### config.mk
export PLATFORM = sky130hd
export DESIGN_NAME = fir_param
export DESIGN_NICKNAME = d
export VERILOG_FILES = /design/src/rtl/fir_param.sv
export SDC_FILE = /design/constraint.sdc
export NUM_CORES = 2
export LEC_CHECK = 0
export ABC_AREA = 1
export ABC_CLOCK_PERIOD_IN_PS = 6700
export BUFFER_PORTS_ARGS = -buffer_cell sky130_fd_sc_hd__buf_4
export CAP_MARGIN = 15
export CORE_MARGIN = 2
export CORE_UTILIZATION = 60
export DETAILED_ROUTE_END_ITERATION = 6
export GPL_ROUTABILITY_DRIVEN = 0
export PLACE_DENSITY = 0.88
export SLEW_MARGIN = 20
export SYNTH_ARGS = -nofsm -noshare
export SYNTH_HDL_FRONTEND = slang
export SYNTH_SLANG_ARGS = --single-unit
### constraint.sdc
create_clock -name CLK -period 6.7 [get_ports CLK]
set_clock_uncertainty 0.15 [all_clocks]
set_input_delay 0.335 -clock CLK [delete_from_list [all_inputs] [get_ports CLK]]
set_output_delay 0.335 -clock CLK [all_outputs]
set_load 0.01 [all_outputs]
### src/rtl/fir_param.sv
// Parametrised direct-form FIR filter with run-time coefficient loading.
// Two-stage pipeline (products, then sum/scale/saturate), fixed 2-cycle latency.
module fir_param #(
    parameter int NT  = 11,
    parameter int DW  = 8,
    parameter int AW  = 6,
    parameter int SAT = 1
) (
    input  logic                 CLK,
    input  logic                 RST,
    input  logic signed [DW-1:0] DIN,
    input  logic                 VIN,
    input  logic                 COEF_WE,
    input  logic [AW-1:0]        COEF_ADDR,
    input  logic signed [DW-1:0] COEF_DATA,
    output logic signed [DW-1:0] DOUT,
    output logic                 VOUT,
    output logic                 OVF
);

    localparam int PW    = 2 * DW;
    localparam int ACC_W = PW + $clog2(NT);
    localparam int SH_W  = ACC_W - DW + 1;

    // Clamp to the nearest bound when saturating; otherwise keep the low DW bits.
    function automatic logic signed [DW-1:0] fit_out(input logic signed [SH_W-1:0] v,
                                                     input logic ovf);
        logic signed [DW-1:0] r;
        if (ovf && (SAT != 0)) begin
            r = v[SH_W-1] ? {1'b1, {(DW-1){1'b0}}} : {1'b0, {(DW-1){1'b1}}};
        end else begin
            r = v[DW-1:0];
        end
        return r;
    endfunction

    logic signed [DW-1:0]    x_r [NT];
    logic signed [DW-1:0]    h_r [NT];
    logic signed [PW-1:0]    p_r [NT];
    logic                    v0_r;
    logic                    v1_r;
    logic signed [ACC_W-1:0] acc_s;
    logic signed [SH_W-1:0]  sh_s;
    logic                    ovf_s;
    logic signed [DW-1:0]    res_s;
    logic                    acc_unused_s;

    // Delay line, coefficient bank and accept flag.
    always_ff @(posedge CLK) begin
        if (RST) begin
            for (int i = 0; i < NT; i++) begin
                x_r[i] <= {DW{1'b0}};
                h_r[i] <= {DW{1'b0}};
            end
            v0_r <= 1'b0;
        end else begin
            v0_r <= VIN;
            if (VIN) begin
                x_r[0] <= DIN;
                for (int i = 1; i < NT; i++) begin
                    x_r[i] <= x_r[i-1];
                end
            end
            // Out-of-range addresses match no tap and are dropped.
            if (COEF_WE) begin
                for (int i = 0; i < NT; i++) begin
                    if (COEF_ADDR == AW'(i)) begin
                        h_r[i] <= COEF_DATA;
                    end
                end
            end
        end
    end

    // Stage 1: full-precision tap products.
    always_ff @(posedge CLK) begin
        if (RST) begin
            for (int i = 0; i < NT; i++) begin
                p_r[i] <= {PW{1'b0}};
            end
            v1_r <= 1'b0;
        end else begin
            for (int i = 0; i < NT; i++) begin
                p_r[i] <= PW'(x_r[i]) * PW'(h_r[i]);
            end
            v1_r <= v0_r;
        end
    end

    // Sum products, drop DW-1 fraction bits and detect out-of-range results.
    always_comb begin
        acc_s = {ACC_W{1'b0}};
        for (int i = 0; i < NT; i++) begin
            acc_s = acc_s + ACC_W'(p_r[i]);
        end
        sh_s         = acc_s[ACC_W-1:DW-1];
        acc_unused_s = ^acc_s[DW-2:0];
        ovf_s        = (sh_s[SH_W-1:DW-1] != {(SH_W-DW+1){sh_s[DW-1]}});
        res_s        = fit_out(sh_s, ovf_s);
    end

    // Stage 2: registered outputs; DOUT holds between valid pulses.
    always_ff @(posedge CLK) begin
        if (RST) begin
            DOUT <= {DW{1'b0}};
            VOUT <= 1'b0;
            OVF  <= 1'b0;
        end else begin
            VOUT <= v1_r;
            if (v1_r) begin
                DOUT <= res_s;
                OVF  <= ovf_s;
            end else begin
                OVF  <= 1'b0;
            end
        end
    end

endmodule

### Word-level counts from Yosys, hierarchy flattened

Memory sizes are Yosys's and may differ from the RTL's.
Index checks and enable logic that the tools add are counted.

* flip-flop bits (word level): 12
* memory bits (writable): 352
* bits of input ports: 26
* output and inout bits: 10
* logic and storage cells: 161
* memories: 3

Memory list
* p_r: words 11, width 16, rd ports 11, clocked after Yosys merged registers in 0, write ports 11, RTL line 39 `logic signed [PW-1:0] p_r [NT];`
* h_r: words 11, width 8, rd ports 11, clocked after Yosys merged registers in 0, write ports 11, RTL line 38 `logic signed [DW-1:0] h_r [NT];`
* x_r: words 11, width 8, rd ports 11, clocked after Yosys merged registers in 0, write ports 11, RTL line 37 `logic signed [DW-1:0] x_r [NT];`

* add/subtract/negate cells: 10
* multiply operators: 11
* equality and inequality tests: 11
* multiplexer cells: 85
* bitwise operators: 34
* reductions and logical operators: 2

Operators with widths (count)
* 2-to-1 mux 8 bit: 24
* multiplier 8 x 8 -> 16 bit: 11
* 2-to-1 mux 16 bit: 11
* adder 20 x 16 -> 20 bit: 6
* 2-to-1 mux 1 bit: 50
* OR 1 bit: 33
* == test 6 x 3 -> 1 bit, second input constant: 4
* adder 19 x 16 -> 20 bit: 1
* adder 18 x 16 -> 19 bit: 1
* adder 17 x 16 -> 18 bit: 1
* == test 6 x 4 -> 1 bit, second input constant: 3
* adder 16 x 16 -> 17 bit: 1
* == test 6 x 2 -> 1 bit, second input constant: 2
* == test 6 x 1 -> 1 bit, second input constant: 1
* zero test 6 bit: 1
* inequality test 5 bit: 1
* OR reduction 2 bit: 1
* inverter 1 bit: 1

### Depth between registers and ports, before layout

* word-level depth: 12
* gate-level depth with buffers: 31
* mapped depth without buffers: 31

### Worst setup path before layout

Ideal clock, no wire load.

* kind: flip-flop to flip-flop
* start point: memory p_r[0][111] (netlist bit)
* end point: register DOUT[0]
* setup time: 109 ps
* arrival: 4523 ps
* required time: 6441 ps
* path slack: 1918 ps
* cell stages (with the launch flop): 24
* buffers on the path: 0
* period minus slack after synthesis: 4782 ps
* cell sequence: dfxtp_1 > fa_1 > inv_1 > fa_1 > fa_1 > inv_1 > fa_1 > inv_1 > fa_1 > inv_1 > ha_1 > nand4_1 > nor2_2 > nand3b_1 > nand3_1 > nand2_2 > nand2_2 > nand3_2 > nand2_4 > nand3_4 > nand2_4 > nand3_1 > nand2_1 > inv_1

RTL lines
* start, declared: RTL line 39
* end signal, assigned: RTL line 105 `DOUT <= {DW{1'b0}};`
* end signal, assigned: RTL line 111 `DOUT <= res_s;`
* end, declared: RTL line 16 `output logic signed [DW-1:0] DOUT,`

==> reports/results.txt <==
Synth area leader - fa_1
P&R area growth vs syn - 5.02%
Clock Latency Late Sink - 0.58 ns
WL met3 - 10.8 mm
Final instance area - 46,100 um2
Synth Flop Type - dfxtp_1
Endpoints failing hold - 0
Sink Count - 364
Final worst path period need - 5.40 ns
Post-Place Cell Area - 44,700 um2
Metal-1 WL - 38.8 mm
Status - finished with violations
DP HPWL - 86.4 mm
Drt first pass iters - 7
Asr flop ratio synth - 0
Top post-synthesis cells by count - inv_1 (1,650), nand2_1 (946), fa_1 (753), ha_1 (340), nor2_1 (324)
Worst path top cell family by delay - adder cells
FF+latch count, synth - 364
CP required - 7.02 ns
Via density - 5.40
Worst-margin pin slew - 1.14 ns
Worst-path clk slew - 0.07 ns
Critical path arrival - 5.72 ns
Max-Cap Viols - 0
Distinct cell type count of the synthesized netlist - 41
Die H - 275 um
Post-route ant nets - 0
Non-Filler Instances - 6,095
Top Layer Used - met5
First-pass GRT wire length - 180 mm
CP bufs+invs - 7
RSZ-0062 raised after global routing - false
Net count, final - 6,222
Post-synthesis sequential area ratio - 0.206
WS Path Type - reg -> reg
Num CTS Buffers - 39
Critical Path Source Type - flop
Violated checks - DRC
Synth Net Count - 6,338
Setup TNS - 0 ns
Post-synth EDFFs - 176
Top post-synthesis cells by area - fa_1 (34%), inv_1 (14%), edfxtp_1 (12%)
Initial drt markers - 3,155
# rows - 99
DIE AREA - 75,400 um2
Count leader, synth - inv_1
Netlist Area Pre-Place - 43,900 um2
Max FO, Critical Path - 9
Gr usage total - 0.308
Worst slew margin - 0.239
Layout cells sized above 1 - 0.0296
Top cell type's share of synthesized area - 0.343
DP Cell Count - 6,012
Hold crit path type - in -> reg
Mean Syn Cell Area - 8.42 um2
Highest cell delay on the worst timing path - 0.67 ns
Die width - 275 um
Clk root buf - clkbuf_16
H-tree depth - 2
Synthesized instance count - 5,219
Critical path endpoint category - flop
DRC - 3
Ys Warns - 0
DR WL met2 - 52.2 mm
DRT Wirelength - 110 mm
Largest net degree at the start of global routing - 81
Final setup fails - 0
Port buffer count - 35
Slew Limit Fails - 0
Clk buf depth - 3
Crit share post-route - 0.806
Vias in the first global route - 35,200
CTS tree - done
Vias post-DR - 32,900
Slowest-stage cell, CP - fa_1
Initial Utilization - 0.604
Routed len/inst - 18.1 um
Gr ovfl total - 0
IO Pins - 36
Core area - 72,700 um2
Antenna violations before repair - 5
Fmax - 185 MHz
## path summary, 6_finish.rpt
check	from	endpoint	slack, ns	cells after the start
worst max-delay path	p_r[0][10]	DOUT[0]	1.30	25
worst min-delay path	RST	p_r[0][149]	0.11	2
worst max register to register	p_r[0][10]	DOUT[0]	1.30	25
worst min register to register	v0_r	v1_r	0.26	2
## cell type report
| cell class | count | area [um2] |
|---|---|---|
| clock inverters | 18 | 191 |
| repair buffers | 57 | 450 |
| inverters | 1654 | 6210 |
| clock buffers | 52 | 1190 |
| fillers | 5235 | 26600 |
| well taps | 959 | 1200 |
| diodes | 4 | 10.0 |
| multi-input cells | 2987 | 27800 |
| flip-flops and latches | 364 | 9050 |
## sequential cells by signal (all words and copies together), names as in the netlist
signal / cells
v0_r: 1
VOUT: 1
OVF: 1
v1_r: 1
x_r: 88
h_r: 88
p_r: 176
DOUT: 8
## routing by layer
metal  global-route usage  vias to the layer above
met1                0.367                    16000
li1                     -                    14700
met5                    0                        -
met2                0.507                     1715
met3               0.0701                      455
met4                0.193                        4
## timing repair
item	in CTS	in global routing
setup buffers	0	0
hold buffers	9	0
gates resized for setup	0	0
endpoints found under the hold margin	9	0
## per-stage QoR
| step | hold slack (ns) | setup WS [ns] | utilization |
|---|---|---|---|
| finish | 0.111 | 1.30 | 0.635 |
| global placement | 0.240 | 1.73 | 0.614 |
| detailed placement | 0.249 | 1.48 | 0.614 |
| global route | 0.131 | 1.11 | 0.635 |
| floorplan | 0.238 | 1.92 | - |
| CTS | 0.0882 | 1.46 | 0.634 |
## cell families after synthesis
logic type | Yosys count | synth area share
DFF | 364 | 0.206
xor gates and xnor gates | 83 | 0.0165
adders and majority gates | 1093 | 0.440
and+or+nand+nor | 1400 | 0.126
buffers and inverters | 1868 | 0.161
AOI/OAI and AO/OA | 411 | 0.0506
## cell usage in the layout (no fill, tap or decap), types with 3 or more instances in the layout
cell / n
nand3b_1: 3
clkbuf_1: 3
clkinv_2: 4
o21bai_1: 11
o2111ai_1: 11
inv_2: 4
or2_2: 11
a21oi_1: 201
diode_2: 4
nor2_2: 4
o21ai_0: 143
o211ai_1: 4
ha_1: 340
o31ai_1: 4
inv_1: 1649
a21o_1: 6
dlygate4sd3_1: 9
nand2_1: 945
xnor2_1: 59
edfxtp_1: 176
clkbuf_8: 4
clkinv_4: 5
nor2_1: 324
dfxtp_1: 188
a31oi_1: 14
nor3_1: 17
o21a_1: 12
nand2_2: 6
clkbuf_16: 45
fa_1: 753
nand3_1: 55
buf_4: 48
nor4_1: 10
nand2_4: 5
nand4_1: 14
xor2_1: 24
Power is not shown: default switching activity piles up to over one toggle a cycle in this logic, so the estimate is an artifact.
